**config.mk**
```make
export PLATFORM = sky130hd
export DESIGN_NAME = demux_8bit_stream
export DESIGN_NICKNAME = d
export VERILOG_FILES = /design/src/rtl/demux_8bit_stream_pkg.sv /design/src/rtl/demux_chan_fifo.sv /design/src/rtl/demux_8bit_stream.sv
export SDC_FILE = /design/constraint.sdc
export NUM_CORES = 1
export LEC_CHECK = 0
export BUFFER_PORTS_ARGS = -buffer_cell sky130_fd_sc_hd__buf_2
export CAP_MARGIN = 20
export CELL_PAD_IN_SITES_DETAIL_PLACEMENT = 0
export CELL_PAD_IN_SITES_GLOBAL_PLACEMENT = 1
export CORE_MARGIN = 2
export CORE_UTILIZATION = 45
export CTS_BUF_LIST = sky130_fd_sc_hd__clkbuf_16
export CTS_CLUSTER_DIAMETER = 100
export DETAILED_ROUTE_END_ITERATION = 8
export PLACE_DENSITY_LB_ADDON = 0.1
export SYNTH_ARGS = -nofsm -noshare
export SYNTH_HDL_FRONTEND = slang
export SYNTH_HIERARCHICAL = 1
export SYNTH_SLANG_ARGS = --single-unit
```
**constraint.sdc**
```tcl
create_clock -name clock -period 2.4 [get_ports clock]
set_clock_uncertainty 0.1 [all_clocks]
set_input_delay 0.36 -clock clock [delete_from_list [all_inputs] [get_ports clock]]
set_output_delay 0.36 -clock clock [all_outputs]
set_load 0.01 [all_outputs]
```
**src/rtl/demux_8bit_stream_pkg.sv**
```systemverilog
// Shared types and constants for the 1-to-2 stream demultiplexer.
package demux_8bit_stream_pkg;

    localparam int unsigned DEF_WIDTH = 8;

    localparam logic CH0 = 1'b0;
    localparam logic CH1 = 1'b1;

    typedef struct packed {
        logic                 w;
        logic [DEF_WIDTH-1:0] data;
    } entry_t;

endpackage

```
**src/rtl/demux_chan_fifo.sv**
```systemverilog
// Single-channel FIFO: DEPTH entries of {w, data}, valid/ready head, accepted-word counter.
module demux_chan_fifo
    import demux_8bit_stream_pkg::*;
#(
    parameter int unsigned WIDTH = DEF_WIDTH,
    parameter int unsigned DEPTH = 2,
    parameter int unsigned CNT_W = 8
) (
    input  logic             clock,
    input  logic             reset,
    input  logic             push,
    input  logic [WIDTH-1:0] push_data,
    input  logic             push_w,
    input  logic             pop,
    output logic             full,
    output logic             empty,
    output logic [WIDTH-1:0] head_data,
    output logic             head_w,
    output logic [CNT_W-1:0] cnt
);

    localparam int unsigned AW = (DEPTH > 1) ? $clog2(DEPTH) : 1;

    typedef logic [AW-1:0] ptr_t;
    typedef logic [AW:0]   occ_t;

    localparam occ_t OCC_FULL = occ_t'(DEPTH);

    logic [WIDTH:0] mem [DEPTH];
    ptr_t           wr_ptr;
    ptr_t           rd_ptr;
    occ_t           occ;
    logic           do_push;
    logic           do_pop;

    // full/empty come only from registered occupancy, so a same-cycle pop never frees room for a push
    assign full    = (occ == OCC_FULL);
    assign empty   = (occ == '0);
    assign do_push = push & ~full;
    assign do_pop  = pop & ~empty;

    assign head_data = mem[rd_ptr][WIDTH-1:0];
    assign head_w    = mem[rd_ptr][WIDTH];

    always_ff @(posedge clock or posedge reset) begin
        if (reset) begin
            wr_ptr <= '0;
            rd_ptr <= '0;
            occ    <= '0;
            cnt    <= '0;
            for (int i = 0; i < int'(DEPTH); i++) begin
                mem[i] <= '0;
            end
        end else begin
            if (do_push) begin
                mem[wr_ptr] <= {push_w, push_data};
                wr_ptr      <= wr_ptr + ptr_t'(1);
                cnt         <= cnt + CNT_W'(1);
            end
            if (do_pop) begin
                rd_ptr <= rd_ptr + ptr_t'(1);
            end
            case ({do_push, do_pop})
                2'b10:   occ <= occ + occ_t'(1);
                2'b01:   occ <= occ - occ_t'(1);
                default: occ <= occ;
            endcase
        end
    end

endmodule

```
**src/rtl/demux_8bit_stream.sv**
```systemverilog
// Steers each accepted {w, data} word into one of two independent channel FIFOs by in_sel.
module demux_8bit_stream
    import demux_8bit_stream_pkg::*;
#(
    parameter int unsigned WIDTH = DEF_WIDTH,
    parameter int unsigned DEPTH = 2,
    parameter int unsigned CNT_W = 8
) (
    input  logic             clock,
    input  logic             reset,
    input  logic             in_valid,
    output logic             in_ready,
    input  logic [WIDTH-1:0] in_data,
    input  logic             in_w,
    input  logic             in_sel,
    output logic             out0_valid,
    input  logic             out0_ready,
    output logic [WIDTH-1:0] out0_data,
    output logic             out0_w,
    output logic             out1_valid,
    input  logic             out1_ready,
    output logic [WIDTH-1:0] out1_data,
    output logic             out1_w,
    output logic [CNT_W-1:0] cnt0,
    output logic [CNT_W-1:0] cnt1
);

    logic full0;
    logic full1;
    logic empty0;
    logic empty1;
    logic push0;
    logic push1;

    // ready follows the selected channel only, so a stalled channel never blocks the other
    assign in_ready = (in_sel == CH0) ? ~full0 : ~full1;
    assign push0    = in_valid & in_ready & (in_sel == CH0);
    assign push1    = in_valid & in_ready & (in_sel == CH1);

    assign out0_valid = ~empty0;
    assign out1_valid = ~empty1;

    demux_chan_fifo #(
        .WIDTH(WIDTH),
        .DEPTH(DEPTH),
        .CNT_W(CNT_W)
    ) u_chan0 (
        .clock     (clock),
        .reset     (reset),
        .push      (push0),
        .push_data (in_data),
        .push_w    (in_w),
        .pop       (out0_ready),
        .full      (full0),
        .empty     (empty0),
        .head_data (out0_data),
        .head_w    (out0_w),
        .cnt       (cnt0)
    );

    demux_chan_fifo #(
        .WIDTH(WIDTH),
        .DEPTH(DEPTH),
        .CNT_W(CNT_W)
    ) u_chan1 (
        .clock     (clock),
        .reset     (reset),
        .push      (push1),
        .push_data (in_data),
        .push_w    (in_w),
        .pop       (out1_ready),
        .full      (full1),
        .empty     (empty1),
        .head_data (out1_data),
        .head_w    (out1_w),
        .cnt       (cnt1)
    );

endmodule

```
After elaboration in Yosys (flattened, before gate mapping)
Index checks and enable logic that the tools add are counted.
- register bits after elaboration: 60
- input port bits: 15
- output and inout port bits: 37
- word-level logic and storage cells: 71
- $add $sub $neg: 10
- magnitude comparators: 6
- equal/unequal tests: 6
- multiplexer cells: 15
- bitwise logic cells: 16
- reductions and logical operators: 6
- operators by type and width (cell ; count):
    $mux 9 ; 8
    $bwmux 18 ; 2
    $demux 9 s1 ; 2
    $add 8x1->8 const B ; 2
    $eq 2x2->1 const B ; 4
    $ge 2x2->1 const B ; 4
    $not 1->2 ; 4
    $pmux 2 s2 ; 2
    $and 1x1->1 ; 7
    $not 1->1 ; 5
    $add 1x1->1 const B ; 4
    $add 2x1->2 const B ; 2
    $eq 2x1->1 const B ; 2
    $logic_not 2->1 ; 2
    $lt 2x1->1 const B ; 2
    $reduce_bool 2->1 ; 2
    $sub 2x1->2 const B ; 2
    $logic_and 1x1->1 ; 2
    $mux 1 ; 1

Longest topological paths before layout
Gate-level depths: netlist of the first run.
- depth in word-level cells: 8
- depth in mapped cells: 10
- mapped depth without buffers: 8

Modules after synthesis
Netlist of the first run, hierarchy kept.
- modules (own cells, without submodules) (module ; times used ; cells each ; area each (sq um)):
    demux_chan_fifo at u_chan0 ; 1 ; 95 ; 1362.6
    demux_chan_fifo at u_chan1 ; 1 ; 95 ; 1356.3
    demux_8bit_stream ; 1 ; 5 ; 33.8

Least setup slack after synthesis of the first run
Ideal clock, no wire load.
- path type: register to register
- from: register u_chan1.occ[0]
- to: register u_chan1.occ[1]
- library setup time: 0.079 ns
- data arrival time: 1.809 ns
- slack: 0.411 ns
- cell stages (with the launch flop): 10
- cell sequence: dfrtp_1 nand2b_1 buf_6 inv_1 and3b_1 buf_2 nand2_1 ha_1 nor2_1 xor2_1
- longest elaborated chain between the ends: 8
- elaborated cells between the ends (all ways): 15
- those cells by class: add/sub: 2; eq/ne: 3; mux: 2; bitwise: 6; reduce/logical: 2
- RTL lines (element ; RTL line ; source):
    from (decl) ; demux_chan_fifo.sv:32 ; occ_t occ;
    from (signal assigned) ; demux_chan_fifo.sv:64 ; 2'b10: occ <= occ + occ_t'(1);
    from (signal assigned) ; demux_chan_fifo.sv:65 ; 2'b01: occ <= occ - occ_t'(1);
    $eq 2x2->1 * ; demux_chan_fifo.sv:37 ; assign full = (occ == OCC_FULL);
    via full1 ; demux_8bit_stream.sv:29 ; logic full1;
    $not 1->1 * ; demux_8bit_stream.sv:36 ; assign in_ready = (in_sel == CH0) ? ~full0 : ~full1;
    $mux 1 * ; demux_8bit_stream.sv:36 ;
    $and 1x1->1 * (2 in a row) ; demux_8bit_stream.sv:38 ; assign push1 = in_valid & in_ready & (in_sel == CH1);
    via push1 ; demux_8bit_stream.sv:33 ; logic push1;
    $and 1x1->1 * ; demux_chan_fifo.sv:39 ; assign do_push = push & ~full;
    $eq 2x1->1 / $eq 2x2->1 (equally long branches) ; demux_chan_fifo.sv:63 ; case ({do_push, do_pop})
    $pmux 2 s2 / $reduce_bool 2->1 (equally long branches) ; - ;
The timed path passes the listed nets; every way through them passes the cells marked *.
A chain may end at the register's enable or synchronous reset.

Worst setup path in the final report of the first run
- from: register u_chan1.rd_ptr
- to: output port out1_data[4]
- longest elaborated chain between the ends: 4
- RTL lines (element ; RTL line ; source):
    from (decl) ; demux_chan_fifo.sv:31 ; ptr_t rd_ptr;
    from (signal assigned) ; demux_chan_fifo.sv:61 ; rd_ptr <= rd_ptr + ptr_t'(1);
    $not 1->2 (implied by the code) ; demux_chan_fifo.sv:42 ; assign head_data = mem[rd_ptr][WIDTH-1:0];
    $mux 9 (implied by the code) (3 in a row) ; demux_chan_fifo.sv:42 ;
    to (decl) ; demux_8bit_stream.sv:22 ; output logic [WIDTH-1:0] out1_data,
Every way passes these cells. The select of a mux whose other input is x is not followed.

==> flow_metrics.tcl, run 1 <==
set metrics [dict create \
    status "completed" \
    cts_tree "done" \
    synth_seq_area_share_pct 54.5 \
    grt-ovfl-total 0 \
    crit_fanout 10 \
    cts_hold_buf 0 \
    antenna_found_initial 0 \
    port-buffer-count 51 \
    syn_avg_cell_area_um2 14.1 \
    worstHoldPathType "input port to asynchronous set/reset pin" \
    clk_latency_ns 0.32 \
    worstSetupEndpointType "primary output" \
    grt_max_degree 31 \
    design_area_um2 3400 \
    critPathKind "register to primary output" \
    synth.distinct_cells 23 \
    row_count 28 \
    syn_nets 214 \
    cts_resized 0 \
    power.total_mw 4.87 \
    ios 52 \
    grt_setup_unrepaired "false" \
    hold_violations 0 \
    leakagePower_nw 1.61 \
    cts_buffer_depth 2 \
    clk_pin_slew_ns 0.05 \
    max-slew-margin-rel_pct 67.7 \
    dr.pass1.iters 4 \
    finalCritPeriodShare_pct 81.4 \
    drive_gt1_share_pct 50.8 \
    maxCapViolCount 0 \
    root_buffer "clkbuf_16" \
    fin_crit_ns 1.95 \
    power_density_nw_per_um2 1430 \
    numCtsBuffers 9 \
    synthCells 195 \
    fin_nets 276 \
    synth.top_cell.area_share_pct 54.5 \
    place_hpwl_mm 3.41 \
    die_x_um 82.2 \
    fin_setup_tns_ns 0 \
    grt_util_all_layers_pct 16.5 \
    rr_worst_depth 8 \
    fin_util_pct 57.4 \
    synthToLayoutAreaGrowth_pct 23.5 \
    wl_per_cell_um 14.7 \
    diodes 0 \
    gp_congestion 0.692 \
    cp_data_arrival_time_ns 1.49 \
    ys_seq_elements 60 \
    finalSetupViolCount 0 \
    h-tree-depth 3 \
    cp-start-kind "register" \
    post_cts_buffers 0 \
    cts.sinks 60 \
    worst_pin_slew_ns 0.485 \
    viasPerCell 4.98 \
    finalWirelength_mm 4.94 \
    netlist_area_um2 2750 \
    fill_cells 492 \
    synth_top_area_cell "dfrtp_1" \
    ff2ff_setup_slack_ns 0.49 \
    maxSlewViolCount 0 \
    grt_pass1_vias 1625 \
    place_area_um2 3100 \
    ys_warn_count 6 \
    worstReg2RegEnd "u_chan0/occ[1]" \
    die_height_um 82.2 \
    max-vdd-ir-drop_uv 573 \
    required_ns 1.94 \
    start_util_pct 46.5 \
    grt_pass1_wl_mm 8.07 \
    num_vias 1678 \
    dieArea_um2 6760 \
    antenna_left 0 \
    drt_iter0_drc 60 \
    drc_errors 0 \
    synth.area.top_cells "dfrtp_1, mux2_2, xnor2_1" \
    core-area_um2 5920 \
    r2r_start "u_chan0/occ[0]" \
    max_freq_mhz 512 \
]
## Yosys cell counts, drive strengths merged
cell / count
dfrtp: 60
mux2: 56
xnor2: 20
nand3: 8
and3: 6
buf: 6
inv: 6
nand4: 6
and4: 4
ha: 4
nor2: 4
xor2: 4
nand2: 2
nand2b: 2
nand3b: 2
nor2b: 2
and3b: 1
mux2i: 1
nor3b: 1
## worst max-delay path by stage
stage                               from              to  slack [ns]  cells after the start
after detailed placement  u_chan0/occ[0]  u_chan0/occ[1]        0.48                      8
after CTS                 u_chan0/rd_ptr    out0_data[5]        0.44                      2
after floorplan           u_chan1/occ[0]  u_chan1/occ[1]        0.41                      9
after global routing      u_chan0/occ[0]  u_chan0/occ[1]        0.33                      8
final                     u_chan1/rd_ptr    out1_data[4]        0.45                      2
after global placement    u_chan0/occ[0]  u_chan0/occ[1]        0.55                      8
## worst max-delay path: stages, from the launching register on
cell     delay (ns)
dfrtp_1        0.64
mux2_2         0.40
buf_2          0.14
## report_power, final
part	leakage [nW]	switching, mW	internal (mW)
registers	0.731	0.388	1.49
clock network	0.135	0.444	0.796
logic	0.739	0.751	1.00
total	1.61	1.58	3.29
## registers in the layout, indices dropped and copies added, names as in the netlist
signal          flops
u_chan1/rd_ptr      1
u_chan0/wr_ptr      1
u_chan0/mem        18
u_chan1/cnt         8
u_chan0/cnt         8
u_chan1/wr_ptr      1
u_chan1/occ         2
u_chan1/mem        18
u_chan0/occ         2
u_chan0/rd_ptr      1
## per-stage QoR
step	hold slack (ns)	setup WS (ns)	cells
after CTS	0.0262	0.436	337
after floorplan	0.351	0.411	195
after detailed placement	0.363	0.476	321
after global routing	0.0682	0.335	337
after global placement	0.357	0.554	321
final	0.0126	0.445	337
## cell families after synthesis
group / after synthesis / share of synthesized area, %
mux: 57 / 23.4
flops: 60 / 54.5
buf+inv: 12 / 2.36
fa+ha+maj: 4 / 1.82
simple gates: 38 / 10.2
xor+xnor: 24 / 7.64
## placed cells by master (no fill, tap or decap), types with 6 or more instances in the layout
cell type | synthesis | routed
dfrtp_1 | 60 | 60
mux2_2 | 55 | 55
buf_2 | 4 | 51
xnor2_1 | 20 | 20
clkbuf_16 | 0 | 9
inv_1 | 6 | 7
nand3_1 | 6 | 6
and3_1 | 6 | 6
nand4_1 | 6 | 6
buf_4 | 0 | 6
## layout make-up
cell class / count / area, um^2 / share of cell area [%]
timing repair buffer: 57 / 300 / 8.84
multi-input combinational: 123 / 1190 / 34.9
inverter: 6 / 22.5 / 0.663
clock buffer: 9 / 225 / 6.63
tap: 75 / 93.8 / 2.76
sequential: 60 / 1500 / 44.2
clock inverter: 7 / 68.8 / 2.03
## layer usage
metal	part of all wire, %	GRT usage, %
met1	48	22.8
met2	46	23.7
met3	4.5	4.24
met4	1.7	8.50
met5	0	0
Power figures use the tool's default switching activity.
==> inputs of run 2 (changes only) <==
Settings changed: CORE_UTILIZATION 45 to 40.
Clock period 2.4 ns to 1.7 ns, I/O delays scaled along.
==> run 2 against run 1 <==
Die area is 12% higher. Total power up 49%. Via count rose by 2.9%. Critical endpoint is now out1_data[2]. Cell count is 5.3% higher. Combinational power increased by 72%. Core utilization shrank 3.5 points. Clock power rose by 35%. Highest routed layer unchanged. Routed wire length up 8.6%. Sequential power is 37% higher. Sequential share of layout area down 2.6 points.
==> flow_metrics.tcl, run 2 (synthesis gave the netlist of run 1 again) <==
set metrics [dict create \
    pwr-share-clk_pct 23.0 \
    seqPwrFrac_pct 35.3 \
    r2r_start "u_chan1/occ[0]" \
    h-tree-depth 3 \
    required_ns 1.34 \
    setup_ws_ns 0.0485 \
    antenna_found_initial 0 \
    switchingPower_mw 2.31 \
    cts_tree "done" \
    place_area_um2 3250 \
    drt_iter0_drc 43 \
    power.total_mw 7.26 \
    clk_pin_slew_ns 0.05 \
    cts_buffer_depth 2 \
    worstReg2RegEnd "u_chan1/mem[1]" \
    final_cells 355 \
    grt_pass1_wl_mm 8.76 \
    combPwrFrac_pct 41.7 \
    dr.pass1.iters 4 \
    power_density_nw_per_um2 2010 \
    port-buffer-count 51 \
    fin_nets 291 \
    dp_cells 332 \
    worst_pin_slew_ns 0.388 \
    hold_depth 2 \
    grt-ovfl-total 0 \
    grt_max_degree 31 \
    fin_crit_ns 1.65 \
    grt_pass1_vias 1690 \
    start_util_pct 41.0 \
    drc_errors 0 \
    core-area_um2 6720 \
    largestRegisters "u_chan0/mem (18), u_chan1/mem (18)" \
    max-slew-margin-rel_pct 74.2 \
    fill_cells 592 \
    design_area_um2 3620 \
    numCtsBuffers 9 \
    leakagePower_nw 1.75 \
    finalCritPeriodShare_pct 97.1 \
    wl_per_cell_um 15.1 \
    synthToLayoutAreaGrowth_pct 31.5 \
    rr_worst_depth 6 \
    row_count 30 \
    worstSetupEndpointType "primary output" \
    hold_end "u_chan1/mem[11]" \
    gp_congestion 0.671 \
    cp_data_arrival_time_ns 1.30 \
    whs_ns 0.118 \
    finalSetupViolCount 0 \
    grt_util_all_layers_pct 15.3 \
    dp_worst_setup_slack_ns -0.0418 \
    clk_latency_ns 0.32 \
    cts.sinks 60 \
    num_vias 1726 \
    maxSlewViolCount 0 \
    finalWirelength_mm 5.37 \
    worstHoldPathType "input port to register" \
    die_height_um 87.0 \
    antenna_left 0 \
    p_int_mw 4.95 \
    crit_fanout 5 \
    cp-start-kind "register" \
    dieArea_um2 7560 \
    root_buffer "clkbuf_16" \
    hold_start "in_data[2]" \
    critPathKind "register to primary output" \
    grt_setup_unrepaired "true" \
    fin_util_pct 53.9 \
    max-vdd-ir-drop_uv 902 \
    place_hpwl_mm 3.70 \
    ios 52 \
    final_common_cell "dfrtp_1" \
    most-common-layout-cells "dfrtp_1, buf_2, mux2_2" \
    status "completed" \
    viasPerCell 4.86 \
    ff2ff_setup_slack_ns 0.05 \
    drive_gt1_share_pct 57.1 \
    diodes 0 \
    hold_violations 0 \
    maxCapViolCount 0 \
    fin_setup_tns_ns 0 \
    max_freq_mhz 606 \
    die_x_um 87.0 \
    switching_share_pct 31.8 \
]
## run 2: changes by cell type in the layout (fill, tap and decap cells not counted), moves of 4 or more
cell,change
clkinvlp_4,-4
buf_4,+12
mux2_2,-9
mux2_4,+9
## run 2: cell type report
cell class | instances | area [um^2] | area share, %
repair buffers | 72 | 423 | 11.7
well taps | 80 | 100 | 2.76
multi-input cells | 123 | 1300 | 35.8
clock buffers | 9 | 225 | 6.22
inverters | 6 | 25.0 | 0.691
clock inverters | 5 | 46.3 | 1.28
flip-flops and latches | 60 | 1500 | 41.5
## run 2: power groups by stage
stage / combinational [mW] / sequential [mW] / clock, mW
after floorplan: 2.07 / 2.53 / 0
after global placement: 2.77 / 2.65 / 0
after detailed placement: 2.80 / 2.66 / 0
after CTS: 3.00 / 2.56 / 1.72
after global routing: 3.31 / 2.67 / 1.78
final: 3.03 / 2.56 / 1.67
## run 2: what timing repair did
item | 4_1_cts | 5_1_grt
buffers inserted | 5 | 3
gates resized for setup | 5 | 6
pin swaps | 0 | 3
hold buffers | 1 | 0
endpoints found under the setup margin | 28 | 5
hold endpoints to repair | 60 | 0
## run 2: worst max path at each step
stage / to / depth (start not counted) / from / slack (ns)
after floorplan: u_chan1/occ[1] / 10 / u_chan1/occ[0] / -0.12
after global placement: u_chan1/mem[15] / 5 / u_chan1/occ[1] / -0.01
after CTS: u_chan1/occ[1] / 7 / u_chan1/occ[1] / 0.008
after detailed placement: u_chan1/occ[1] / 8 / u_chan1/occ[1] / -0.04
final: out1_data[2] / 3 / u_chan1/rd_ptr / 0.05
after global routing: u_chan0/occ[1] / 9 / u_chan0/occ[1] / -0.03
## run 2: critical path, stage by stage (launching register included)
cell,delay (ns)
dfrtp_2,0.35
buf_4,0.15
mux2_2,0.35
buf_2,0.14
## run 2: per-layer routing
metal	vias to the layer above	global-route usage, %	part of all wire [%]
met5	-	0	0
met2	31	20.7	44
met1	840	22.8	50
met3	11	4.64	4.0
li1	844	-	-
met4	0	5.54	1.5
==> inputs of run 3 (changes only) <==
--- a/config.mk
+++ b/config.mk
@@ -7,5 +7,5 @@
 export LEC_CHECK = 0
 export BUFFER_PORTS_ARGS = -buffer_cell sky130_fd_sc_hd__buf_2
-export CAP_MARGIN = 20
+export CAP_MARGIN = 10
 export CELL_PAD_IN_SITES_DETAIL_PLACEMENT = 0
 export CELL_PAD_IN_SITES_GLOBAL_PLACEMENT = 1
--- a/constraint.sdc
+++ b/constraint.sdc
@@ -3,3 +3,3 @@
 set_input_delay 0.255 -clock clock [delete_from_list [all_inputs] [get_ports clock]]
 set_output_delay 0.255 -clock clock [all_outputs]
-set_load 0.01 [all_outputs]
+set_load 0.005 [all_outputs]
==> run 3 against run 2 <==
Sequential share of layout area is essentially flat. Clock power hardly changed. Die area unchanged. Cell area about the same. Largest cell class unchanged. Total power shrank 2.7%. Non-clock buffer count unchanged. Sequential cell count unchanged. Combinational power shrank 6%. Hold slack gained 0.0013 ns. Core utilization about the same. Worst setup slack lost 0.012 ns. Global-route usage did not move.
==> flow_metrics.tcl, run 3 (synthesis gave the netlist of run 1 again) <==
set metrics [dict create \
    critPathKind "register to primary output" \
    power_density_nw_per_um2 1950 \
    required_ns 1.34 \
    fin_nets 291 \
    cts_buffer_depth 2 \
    num_vias 1736 \
    fin_util_pct 53.9 \
    finalWirelength_mm 5.42 \
    synthToLayoutAreaGrowth_pct 31.5 \
    max-vdd-ir-drop_uv 834 \
    max-slew-margin-rel_pct 74.3 \
    grt_pass1_wl_mm 8.80 \
    gp_congestion 0.671 \
    die_height_um 87.0 \
    drc_errors 0 \
    status "completed" \
    hold_violations 0 \
    row_count 30 \
    root_buffer "clkbuf_16" \
    crit_fanout 5 \
    h-tree-depth 3 \
    place_hpwl_mm 3.70 \
    cts.sinks 60 \
    largestRegisters "u_chan0/mem (18), u_chan1/mem (18)" \
    max_freq_mhz 601 \
    design_area_um2 3620 \
    worstHoldPathType "input port to register" \
    core-area_um2 6720 \
    worstSetupEndpointType "primary output" \
    grt_setup_unrepaired "true" \
    drive_gt1_share_pct 56.7 \
    worst_pin_slew_ns 0.386 \
    start_util_pct 41.0 \
    maxSlewViolCount 0 \
    grt_max_degree 31 \
    leakagePower_nw 1.76 \
    cp_data_arrival_time_ns 1.31 \
    finalSetupViolCount 0 \
    grt_util_all_layers_pct 15.3 \
    dr.pass1.iters 4 \
    drt_iter0_drc 44 \
    grt-ovfl-total 0 \
    grt_pass1_vias 1703 \
    clk_latency_ns 0.32 \
    port-buffer-count 51 \
    finalCritPeriodShare_pct 97.8 \
    fill_cells 591 \
    antenna_left 0 \
    diodes 0 \
    cp-start-kind "register" \
    maxCapViolCount 0 \
    ios 52 \
    fin_crit_ns 1.66 \
    most-common-layout-cells "dfrtp_1, buf_2, mux2_2" \
    antenna_found_initial 0 \
    viasPerCell 4.89 \
    place_area_um2 3250 \
    cts_tree "done" \
    dieArea_um2 7560 \
    die_x_um 87.0 \
    numCtsBuffers 9 \
    final_common_cell "dfrtp_1" \
    clk_pin_slew_ns 0.05 \
    wl_per_cell_um 15.3 \
]
## run 3: final timing paths
| path | startpoint | end | slack, ns | cells past startpoint |
|---|---|---|---|---|
| hold reg to reg | u_chan1/cnt[7] | u_chan1/cnt[7] | 0.36 | 1 |
| hold / removal | in_data[2] | u_chan1/mem[11] | 0.12 | 2 |
| setup / recovery | u_chan0/rd_ptr | out0_data[2] | 0.04 | 3 |
| max in group asynchronous | reset | u_chan1/rd_ptr | 0.73 | 4 |
| min in group asynchronous | reset | u_chan0/cnt[7] | 0.46 | 4 |
| setup reg to reg | u_chan0/occ[1] | u_chan0/occ[1] | 0.04 | 9 |
## run 3: layer usage
metal | track usage (%) | up-vias | part of all wire [%]
li1 | - | 846 | -
met1 | 22.5 | 848 | 49
met2 | 21.1 | 31 | 45
met3 | 4.64 | 11 | 4.0
met4 | 5.54 | 0 | 1.5
met5 | 0 | - | 0
## run 3: cell type report
| class | count | area, um^2 | share of cell area, % |
|---|---|---|---|
| Clock inverter | 5 | 46.3 | 1.28 |
| Multi-Input combinational cell | 123 | 1300 | 35.9 |
| Timing Repair Buffer | 72 | 419 | 11.6 |
| Tap cell | 80 | 100 | 2.77 |
| Inverter | 6 | 25.0 | 0.692 |
| Sequential cell | 60 | 1500 | 41.6 |
| Clock buffer | 9 | 225 | 6.22 |
## run 3: critical path, cell delays in order (launching register included)
cell and delay [ns]:
dfrtp_2 0.40, buf_4 0.16, mux2_4 0.30, buf_2 0.13
## run 3: what timing repair did
item	4_1_cts	5_1_grt
endpoints found under the hold margin	60	0
resized for setup	5	5
hold buffers	1	0
pin swaps	0	3
setup buffers	2	6
setup endpoints to repair	28	11
## run 3: per-stage QoR
step           TNS, ns  hold slack, ns  cells  power [mW]  setup WS [ns]
2_1_floorplan   -0.750           0.246    195        4.40         -0.115
3_3_place_gp   -0.0901           0.265    332        5.22        -0.0103
3_5_place_dp    -0.354           0.262    332        5.26        -0.0418
4_1_cts        -0.0173           0.114    349        7.03       -0.00763
5_1_grt         -0.327           0.130    355        7.56        -0.0558
6_report             0           0.119    355        7.07         0.0366
## run 3: report_power, final
group	internal (mW)	leakage (nW)	switching (mW)
sequential	2.11	0.729	0.454
clock	1.10	0.137	0.570
combinational	1.74	0.889	1.10
